File: src/rtl/glitcbus_master.sv
// GLITCBUS byte-wide multiplexed bus initiator (TISC side).
// Define GLITCBUS_MASTER_DEBUG_EN to drive debug_o; otherwise it is tied to 0.
module glitcbus_master #(
  parameter int RD_WAIT = 2
) (
  input  logic        clk_i,
  input  logic        rst_i,
  input  logic        cmd_valid_i,
  output logic        cmd_ready_o,
  input  logic        cmd_wr_i,
  input  logic [15:0] cmd_addr_i,
  input  logic [31:0] cmd_dat_i,
  output logic        rsp_valid_o,
  output logic [31:0] rsp_dat_o,
  output logic        GSEL_B,
  output logic        GRDWR_B,
  output logic [7:0]  gad_o,
  input  logic [7:0]  gad_i,
  output logic        gad_oe_o,
  output logic [70:0] debug_o
);

  typedef enum logic [2:0] {
    IDLE, ADDR_H, ADDR_L, WDATA, RWAIT, RDATA, GAP
  } state_t;

  localparam logic [3:0] WLAST = 4'(RD_WAIT - 1);

  state_t      state_q, state_d;
  logic        wr_q, wr_d;
  logic [15:0] addr_q, addr_d;
  logic [31:0] sh_q;
  logic [1:0]  bcnt_q, bcnt_d;
  logic [3:0]  wcnt_q, wcnt_d;
  logic        take;
  logic        sel_d, rdwr_d, oe_d;
  logic [7:0]  gad_d;

  assign cmd_ready_o = (state_q == IDLE) & ~rst_i;
  assign take        = cmd_valid_i & cmd_ready_o;
  assign wr_d        = take ? cmd_wr_i : wr_q;
  assign addr_d      = take ? cmd_addr_i : addr_q;

  always_comb begin
    state_d = state_q;
    bcnt_d  = bcnt_q;
    wcnt_d  = wcnt_q;
    unique case (state_q)
      IDLE:   if (take) state_d = ADDR_H;
      ADDR_H: state_d = ADDR_L;
      ADDR_L: begin
        bcnt_d  = 2'd0;
        wcnt_d  = 4'd0;
        state_d = wr_q ? WDATA : RWAIT;
      end
      WDATA: begin
        bcnt_d = bcnt_q + 2'd1;
        if (bcnt_q == 2'd3) state_d = GAP;
      end
      RWAIT: begin
        wcnt_d = wcnt_q + 4'd1;
        if (wcnt_q == WLAST) begin
          state_d = RDATA;
          bcnt_d  = 2'd0;
        end
      end
      RDATA: begin
        bcnt_d = bcnt_q + 2'd1;
        if (bcnt_q == 2'd3) state_d = GAP;
      end
      GAP:     state_d = IDLE;
      default: state_d = IDLE;
    endcase
  end

  // Bus outputs are registered, so they are decoded from the next state
  always_comb begin
    sel_d  = 1'b1;
    rdwr_d = 1'b1;
    oe_d   = 1'b0;
    gad_d  = 8'h00;
    unique case (state_d)
      ADDR_H: begin
        sel_d  = 1'b0;
        rdwr_d = ~wr_d;
        oe_d   = 1'b1;
        gad_d  = addr_d[15:8];
      end
      ADDR_L: begin
        sel_d  = 1'b0;
        rdwr_d = ~wr_d;
        oe_d   = 1'b1;
        gad_d  = addr_d[7:0];
      end
      WDATA: begin
        sel_d  = 1'b0;
        rdwr_d = ~wr_d;
        oe_d   = 1'b1;
        gad_d  = sh_q[31:24];
      end
      RWAIT, RDATA: begin
        sel_d  = 1'b0;
        rdwr_d = ~wr_d;
      end
      default: ;
    endcase
  end

  always_ff @(posedge clk_i) begin
    if (rst_i) begin
      state_q     <= IDLE;
      wr_q        <= 1'b0;
      addr_q      <= '0;
      sh_q        <= '0;
      bcnt_q      <= '0;
      wcnt_q      <= '0;
      GSEL_B      <= 1'b1;
      GRDWR_B     <= 1'b1;
      gad_o       <= '0;
      gad_oe_o    <= 1'b0;
      rsp_valid_o <= 1'b0;
      rsp_dat_o   <= '0;
    end else begin
      state_q     <= state_d;
      wr_q        <= wr_d;
      addr_q      <= addr_d;
      bcnt_q      <= bcnt_d;
      wcnt_q      <= wcnt_d;
      GSEL_B      <= sel_d;
      GRDWR_B     <= rdwr_d;
      gad_o       <= gad_d;
      gad_oe_o    <= oe_d;
      rsp_valid_o <= (state_d == GAP);
      // One register shifts write bytes out and read bytes in
      if (take)
        sh_q <= cmd_dat_i;
      else if (state_d == WDATA)
        sh_q <= {sh_q[23:0], 8'h00};
      else if (state_q == RDATA)
        sh_q <= {sh_q[23:0], gad_i};
      if (state_d == GAP)
        rsp_dat_o <= (state_q == RDATA) ? {sh_q[23:0], gad_i} : 32'h0;
    end
  end

`ifdef GLITCBUS_MASTER_DEBUG_EN
  assign debug_o = {rsp_valid_o, sh_q, addr_q, gad_i, gad_o,
                    gad_oe_o, GRDWR_B, GSEL_B, state_q};
`else
  assign debug_o = '0;
`endif

endmodule

File: config.mk
export PLATFORM = sky130hd
export DESIGN_NAME = glitcbus_master
export DESIGN_NICKNAME = d
export VERILOG_FILES = /design/src/rtl/glitcbus_master.sv
export SDC_FILE = /design/constraint.sdc
export NUM_CORES = 1
export LEC_CHECK = 0
export CORE_AREA = 5 5 115 117
export DETAILED_ROUTE_END_ITERATION = 6
export DIE_AREA = 0 0 120 122
export PLACE_DENSITY = 0.75
export SYNTH_ARGS = -nofsm -noshare
export SYNTH_HDL_FRONTEND = slang
export SYNTH_SLANG_ARGS = --single-unit
File: constraint.sdc
create_clock -name clk_i -period 1.6 [get_ports clk_i]
set_input_delay 0.32 -clock clk_i [delete_from_list [all_inputs] [get_ports clk_i]]
set_output_delay 0.32 -clock clk_i [all_outputs]
set_load 0.005 [all_outputs]
==> impl_summary.txt, run 1 <==
----------------------------------------------------
[Placed design]
  Count of buffers inserted at the top-level ports ... 104
  Cell count after placement ... 820
  Half-perimeter wire length of the detailed placement result ... roughly 9000 um
  Area of placed instances ... 5869 sq um
  GPL Wtd Cong ... 0.8147

[Global routing]
  Initial antenna violation count ... 0
  GRT Residual Overflow ... 0
  Largest net degree at the start of global routing ... 48
  Global route hottest layer ... met2
  Vias in the first global route ... around 4300
  Routing usage on met1 ... approximately 23%
  Total routing usage reported by global routing ... between 10% and 20%
  Met2 global-route usage ... 32.35%
  GR met3 Demand/Resource ... under 10%
  Global-route wire length before repair ... around 22000 um

[Timing]
  Hold slack ... 455.9 ps
  RSZ-0062 raised after global routing ... yes
  Final min period ... ~2000 ps
  Final setup violating endpoints ... 77
  Highest clock rate ... slightly above 500 MHz
  Final number of max-transition violations ... 0
  Fin worst setup slack ... -358.1 ps
  Count of final hold-check violations ... 0
  Final worst-path cycle share ... 122.4%
  Clock skew after layout ... roughly 9.7 ps

[Logic synthesis]
  Distinct cells, synth ... 42
  Post-synthesis sequential area ratio ... around two fifths
  Yosys warning total ... 0
  Area of the mapped netlist ... roughly 4700 sq um
  Most common flop cell mapped by yosys ... sky130_fd_sc_hd__dfxtp_1
  Synth top cells by count ... sky130_fd_sc_hd__dfxtp_1, sky130_fd_sc_hd__buf_4, sky130_fd_sc_hd__a21oi_1
  Syn Area/Cell ... roughly 8.2 sq um
  Share of synthesized flip-flops with an asynchronous set or reset ... 0%
  Largest area contributor in the synthesized netlist ... sky130_fd_sc_hd__dfxtp_1
  Most used standard cell by instance count after synthesis ... sky130_fd_sc_hd__dfxtp_1
  Largest cells by area after synthesis ... sky130_fd_sc_hd__dfxtp_1, sky130_fd_sc_hd__buf_4, sky130_fd_sc_hd__a21oi_1, sky130_fd_sc_hd__o211a_1, sky130_fd_sc_hd__nor2_1
  Count of flip-flops with a built-in enable after synthesis ... 0
  Post-synth top area share ... between 40% and 50%
  Gate Count Post-Synth ... roughly 570
  Flip-flop and latch count after synthesis ... 94

[Power and ir drop]
  Power Total ... about 6 mW
  Leakage Power ... between 2 and 3 nW
  Worst IR drop on VDD ... ~0.46 mV
  P per Cell Area ... ~800 nW/um^2

[Floorplanning]
  Die Span X ... approximately 120 um
  Core area ... 12260 sq um
  Placement row count ... 41
  Overall die height ... approximately 120 um
  Die area ... 14640 sq um
  Top Ports ... ~180
  Initial standard-cell utilization of the core ... between 30% and 40%

[Finish]
  Diode insertion count for antenna repair ... 0
  Final Net Count ... between 700 and 800
  Post-route cell area ... roughly 7400 sq um
  Fill cell count ... 984
  Finished Layout Cells ... 874
  Layout overhead on the synthesized area ... 58.06%
  Fraction of final layout cells with drive strength greater than 1 ... between 30% and 40%

[Critical path]
  Crit Path Class ... register to register
  Critical-path cell with the highest stage delay ... sky130_fd_sc_hd__dfxtp_4
  Delay of the slowest cell on the worst path ... 360 ps
  Critical Path, Cell by Cell ... or3b_1 -> a211oi_2 -> o31a_1 -> buf_4 -> clkbuf_16 -> o22ai_1 -> o211a_1
  Kind of end point of the critical path ... register
  Data arrival time of the critical path ... 2190 ps
  Largest fanout of any net on the critical path ... 5
  Launching element type of the critical path ... register
  Data required, critical path ... 1830 ps

[Outcome]
  Status ... finished, violations left
  Violations in the final reports ... setup timing

[Clock network]
  Clock-pin slew reported for the worst setup and hold paths after clock tree synthesis ... about 70 ps
  Post-cts hold buffer count ... 0
  Sinks on Clock Net ... 94
  TritonCTS clock tree ... yes
  Root Buffer Master ... sky130_fd_sc_hd__clkbuf_16
  Htree depth ... 3
  Source-to-sink clock delay at the later pin of the worst-skew pair ... 340 ps
  Clock buffers created by TritonCTS ... 9
  Largest buffer count on any clock path ... 2

[Hold path]
  Worst hold path class ... register to register

[Routing]
  Ratio of routed vias to standard cells ... a little over 5
  1st-iter DRT viols ... 316
  Antenna-violating nets left ... 0
  DRC ... 0
  Router iterations before antenna repair ... 5
  Wire length per cell ... about 18 um
  DRT Wirelength ... approximately 16000 um
  Vias ... approximately 4500

[Job]
  Max cap viols ... 0

----------------------------------------------------
## repair_timing
action / in CTS / in global routing
gates cloned: 10 / 9
setup endpoints to repair: 81 / 92
pin swaps: 21 / 32
resized for setup: 96 / 59
buffers inserted: 10 / 9
## state kept, by name (all words and copies together), names as in the netlist
name and count:
GRDWR_B 1, wr_q 1, gad_o 8, rsp_valid_o 1
sh_q 32, bcnt_q 2, gad_oe_o 1, addr_q 8
wcnt_q 4, GSEL_B 1, state_q 3, rsp_dat_o 32
## final timing paths
path / startpoint / to / slack [ps] / cells past startpoint
setup reg to reg: state_q[1] / sh_q[29] / -360 / 7
setup / recovery: state_q[1] / sh_q[29] / -360 / 7
hold / removal: addr_q[7] / addr_q[7] / 460 / 2
hold reg to reg: addr_q[7] / addr_q[7] / 460 / 2
## logic make-up (layout without fill, tap and decap cells)
family	Yosys count	count (layout)	share of synthesized area (%)
buffers and inverters	123	205	17.08
and+or+nand+nor	193	193	19.76
DFF	94	94	40.33
AOI/OAI and AO/OA	154	155	21.29
xor gates and xnor gates	1	1	0.1878
adders and majority gates	3	3	0.8046
other	1	71	0.08037
muxes	2	2	0.4559
## critical path: cells and delay by family, from the launching register on
kind	cells	cell delay, ps
flops	1	360
simple gates	1	360
compound gates	4	820
buf+inv	2	320
## layout by cell type, fill, tap and decap left out, types with 5 or more instances in the layout
master / instances
sky130_fd_sc_hd__o21ai_0: 6
sky130_fd_sc_hd__nor2_1: 63
sky130_fd_sc_hd__o22ai_1: 30
sky130_fd_sc_hd__nand3_2: 22
sky130_fd_sc_hd__clkbuf_16: 16
sky130_fd_sc_hd__nand2_1: 37
sky130_fd_sc_hd__nand3_1: 19
sky130_fd_sc_hd__conb_1: 71
sky130_fd_sc_hd__clkdlybuf4s50_1: 99
sky130_fd_sc_hd__a21oi_1: 35
sky130_fd_sc_hd__buf_4: 38
sky130_fd_sc_hd__a22oi_1: 8
sky130_fd_sc_hd__buf_12: 13
sky130_fd_sc_hd__dfxtp_1: 76
sky130_fd_sc_hd__nand2b_4: 28
sky130_fd_sc_hd__dfxtp_2: 15
sky130_fd_sc_hd__o211a_1: 24
sky130_fd_sc_hd__buf_6: 15
sky130_fd_sc_hd__nand2b_1: 8
sky130_fd_sc_hd__a21oi_2: 35
sky130_fd_sc_hd__buf_16: 5
## power breakdown
group	leakage, nW	switching (mW)	internal [mW]
Clock	0.141	0.958	1.22
Sequential	0.774	0.0976	2.45
Combinational	2.00	0.526	0.576
Total	2.91	1.58	4.25
## stage by stage
| step | TNS, ps | utilization [%] | setup WS (ps) |
|---|---|---|---|
| 3_5_place_dp | -34090 | 47.87 | -632.5 |
| 4_1_cts | -10670 | 56.10 | -232.6 |
| 6_report | -16180 | 60.15 | -358.1 |
| 3_3_place_gp | -33050 | 47.87 | -590.5 |
| 2_1_floorplan | -4017 | - | -134.0 |
| 5_1_grt | -20810 | 60.15 | -381.5 |
## cell type report
cell class,instances,area (sq um),area share [%]
Sequential cell,94,1912,25.92
Clock inverter,6,70.07,0.9501
Timing Repair Buffer,184,2078,28.18
Clock buffer,10,229.0,3.105
Inverter,5,18.77,0.2545
Tap cell,150,187.7,2.545
Multi-Input combinational cell,425,2879,39.04
## per-layer routing
metal	vias to the layer above	wire length, um
li1	2129	-
met1	2175	6104
met2	204	7994
met3	35	1019
met4	0	414
met5	-	0
Power figures use the tool's default switching activity.
==> run 2: changes to the inputs <==
CORE_AREA = 5 5 104 106   (was 5 5 115 117)
DIE_AREA = 0 0 109 111   (was 0 0 120 122)
DONT_BUFFER_PORTS = 1   (was unset)
PLACE_DENSITY = 0.65   (was 0.75)
==> run 2 against run 1 <==
The flow still finishes with violations (setup timing). Via count down 9.0%. Count of clock-buffer cells in the layout unchanged. Non-clock buffer count down 106. Sequential power about the same. Largest cell class unchanged.
==> impl_summary.txt, run 2 (synthesis results as in run 1) <==
----------------------------------------------------
[Placed design]
  Pre-CTS worst setup slack ... -260.2 ps (was -632.5 ps)
  GPL Wtd Cong ... 0.8201 (was 0.8147)
  Cell count after placement ... 700 (was 820)
  Count of buffers inserted at the top-level ports ... 0 (was 104)
  Half-perimeter wire length of the detailed placement result ... 8378 um (was 9023 um)

[Timing]
  Least-Margin Pin Slew ... roughly 1200 ps
  Final min period ... 1913 ps (was 1958 ps)
  Final worst-path cycle share ... 119.6% (was 122.4%)
  RSZ-0062 raised after global routing ... yes (unchanged)
  Final number of max-transition violations ... 0 (unchanged)
  Fin worst setup slack ... -313.1 ps (was -358.1 ps)
  Highest clock rate ... 522.7 MHz (was 510.7 MHz)
  Clock skew after layout ... 19.61 ps (was 9.707 ps)
  Final setup violating endpoints ... 75 (was 77)
  Max-slew headroom at the worst pin ... 21.14%
  Count of final hold-check violations ... 0 (unchanged)

[Global routing]
  Largest net degree at the start of global routing ... 28 (was 48)
  Total routing usage reported by global routing ... 21.52% (was 18.56%)
  Global-route wire length before repair ... 20570 um (was 21910 um)
  GRT Residual Overflow ... 0 (unchanged)
  Initial antenna violation count ... 0 (unchanged)
  Vias in the first global route ... 3888 (was 4271)

[Floorplanning]
  Overall die height ... 111 um (was 122 um)
  Placement row count ... 36 (was 41)
  Initial standard-cell utilization of the core ... 48.18% (was 38.05%)
  Die area ... 12100 sq um (was 14640 sq um)
  Top Ports ... 176 (unchanged)
  Die Span X ... 109 um (was 120 um)
  Core area ... 9684 sq um (was 12260 sq um)

[Routing]
  DRC ... 0 (unchanged)
  Router iterations before antenna repair ... 5 (unchanged)
  Vias ... 4136 (was 4543)
  DRT Wirelength ... 14330 um (was 15530 um)
  Ratio of routed vias to standard cells ... 5.515 (was 5.198)
  Antenna-violating nets left ... 0 (unchanged)
  1st-iter DRT viols ... 270 (was 316)
  Wire length per cell ... 19.10 um (was 17.77 um)

[Critical path]
  Crit Path Class ... register to register (unchanged)
  Kind of end point of the critical path ... register (unchanged)
  Data required, critical path ... 1930 ps (was 1830 ps)
  Dominant delay contributor by cell family on the critical path ... compound AO/OA/AOI/OAI gates (unchanged)
  Buf/Inv on CP ... 3 (was 2)
  Largest fanout of any net on the critical path ... 5 (unchanged)
  Delay of the slowest cell on the worst path ... 350 ps (was 360 ps)
  Launching element type of the critical path ... register (unchanged)
  Data arrival time of the critical path ... 2250 ps (was 2190 ps)
  Register-to-register setup slack ... -310 ps (was -360 ps)
  Critical-path cell with the highest stage delay ... sky130_fd_sc_hd__dfxtp_2 (was sky130_fd_sc_hd__dfxtp_4)
  Critical Path, Cell by Cell ... inv_2 -> ha_2 -> nor3b_2 -> and3_4 -> o31a_1 -> buf_4 -> clkbuf_16 -> o22ai_1 -> o211a_1 (was or3b_1 -> a211oi_2 -> o31a_1 -> buf_4 -> clkbuf_16 -> o22ai_1 -> o211a_1)

[Power and ir drop]
  Power Total ... 4.979 mW (was 5.827 mW)
  Leakage Power ... 2.457 nW (was 2.911 nW)
  Worst IR drop on VDD ... 0.4470 mV (was 0.4634 mV)
  P per Cell Area ... 821.4 nW/um^2 (was 790.1 nW/um^2)

[Clock network]
  Source-to-sink clock delay at the later pin of the worst-skew pair ... 380 ps (was 340 ps)
  Clock buffers created by TritonCTS ... 9 (unchanged)
  Clock-pin slew reported for the worst setup and hold paths after clock tree synthesis ... 110 ps (was 70 ps)
  Largest buffer count on any clock path ... 2 (unchanged)
  TritonCTS clock tree ... yes (unchanged)
  Htree depth ... 3 (unchanged)
  Sinks on Clock Net ... 94 (unchanged)
  Root Buffer Master ... sky130_fd_sc_hd__clkbuf_8 (was sky130_fd_sc_hd__clkbuf_16)

[Finish]
  Highest-count cells in the layout ignoring fill and taps ... sky130_fd_sc_hd__dfxtp_1, sky130_fd_sc_hd__conb_1, sky130_fd_sc_hd__nor2_1 (was sky130_fd_sc_hd__clkdlybuf4s50_1, sky130_fd_sc_hd__dfxtp_1, sky130_fd_sc_hd__conb_1)
  Finished Layout Cells ... 750 (was 874)
  Most frequent standard cell in the layout excluding fill and tap cells ... sky130_fd_sc_hd__dfxtp_1 (was sky130_fd_sc_hd__clkdlybuf4s50_1)
  Fraction of final layout cells with drive strength greater than 1 ... 32.74% (was 31.22%)
  Diode insertion count for antenna repair ... 0 (unchanged)
  Layout overhead on the synthesized area ... 29.90% (was 58.06%)
  Fill cell count ... 809 (was 984)
  Registers with the highest flip-flop counts ... rsp_dat_o x32, sh_q x32 (unchanged)
  Final Net Count ... 675 (was 782)

[Hold path]
  Worst hold path class ... primary input to register (was register to register)

[Outcome]
  Violations in the final reports ... setup timing (unchanged)
  Status ... finished, violations left (unchanged)

[Job]
  Max cap viols ... 0 (unchanged)

----------------------------------------------------
## run 2: area by class of cell
| class | count | area [sq um] | share of cell area, % |
|---|---|---|---|
| Clock buffer | 10 | 137.6 | 2.271 |
| Clock inverter | 6 | 57.56 | 0.9496 |
| Inverter | 5 | 18.77 | 0.3097 |
| Multi-Input combinational cell | 424 | 2803 | 46.24 |
| Sequential cell | 94 | 1894 | 31.26 |
| Tap cell | 133 | 166.4 | 2.746 |
| Timing Repair Buffer | 78 | 983.4 | 16.23 |
## run 2: report_power, final
group | internal (mW) | switching [mW] | leakage [nW]
clock network | 0.652 | 0.934 | 0.102
registers | 2.45 | 0.100 | 0.767
logic | 0.394 | 0.451 | 1.59
## run 2: worst paths after layout
path,cells past startpoint,start,to
setup / recovery,9,wcnt_q[1],sh_q[31]
hold / removal,1,rst_i,wcnt_q[2]
setup reg to reg,9,wcnt_q[1],sh_q[31]
hold reg to reg,2,addr_q[7],addr_q[7]
## run 2: metal layers
| metal | global-route usage [%] | up-vias | part of all wire [%] |
|---|---|---|---|
| met5 | 0 | - | 0 |
| met4 | 7.828 | 0 | 2.1 |
| met3 | 5.300 | 26 | 9.2 |
| met2 | 35.59 | 222 | 50 |
| met1 | 26.79 | 1980 | 39 |
| li1 | - | 1908 | - |
## run 2: through the flow
stage | area (sq um) | setup TNS [ps] | util, % | hold WS [ps]
finish | 6061 | -14000 | 62.58 | 20.50
global route | 6061 | -19090 | 62.58 | 5.352
CTS | 5410 | -10400 | 55.87 | 0.4589
detailed placement | 4808 | -8935 | 49.65 | 399.0
global placement | 4808 | -4803 | 49.65 | 395.2
floorplan | 4967 | -4017 | - | 436.7
## run 2: timing repair
item	4_1_cts	5_1_grt
hold endpoints to repair	18	3
resized for setup	31	91
hold buffers	5	1
cloned	5	9
buffers inserted	8	7
setup endpoints to repair	85	82
pin swaps	7	28
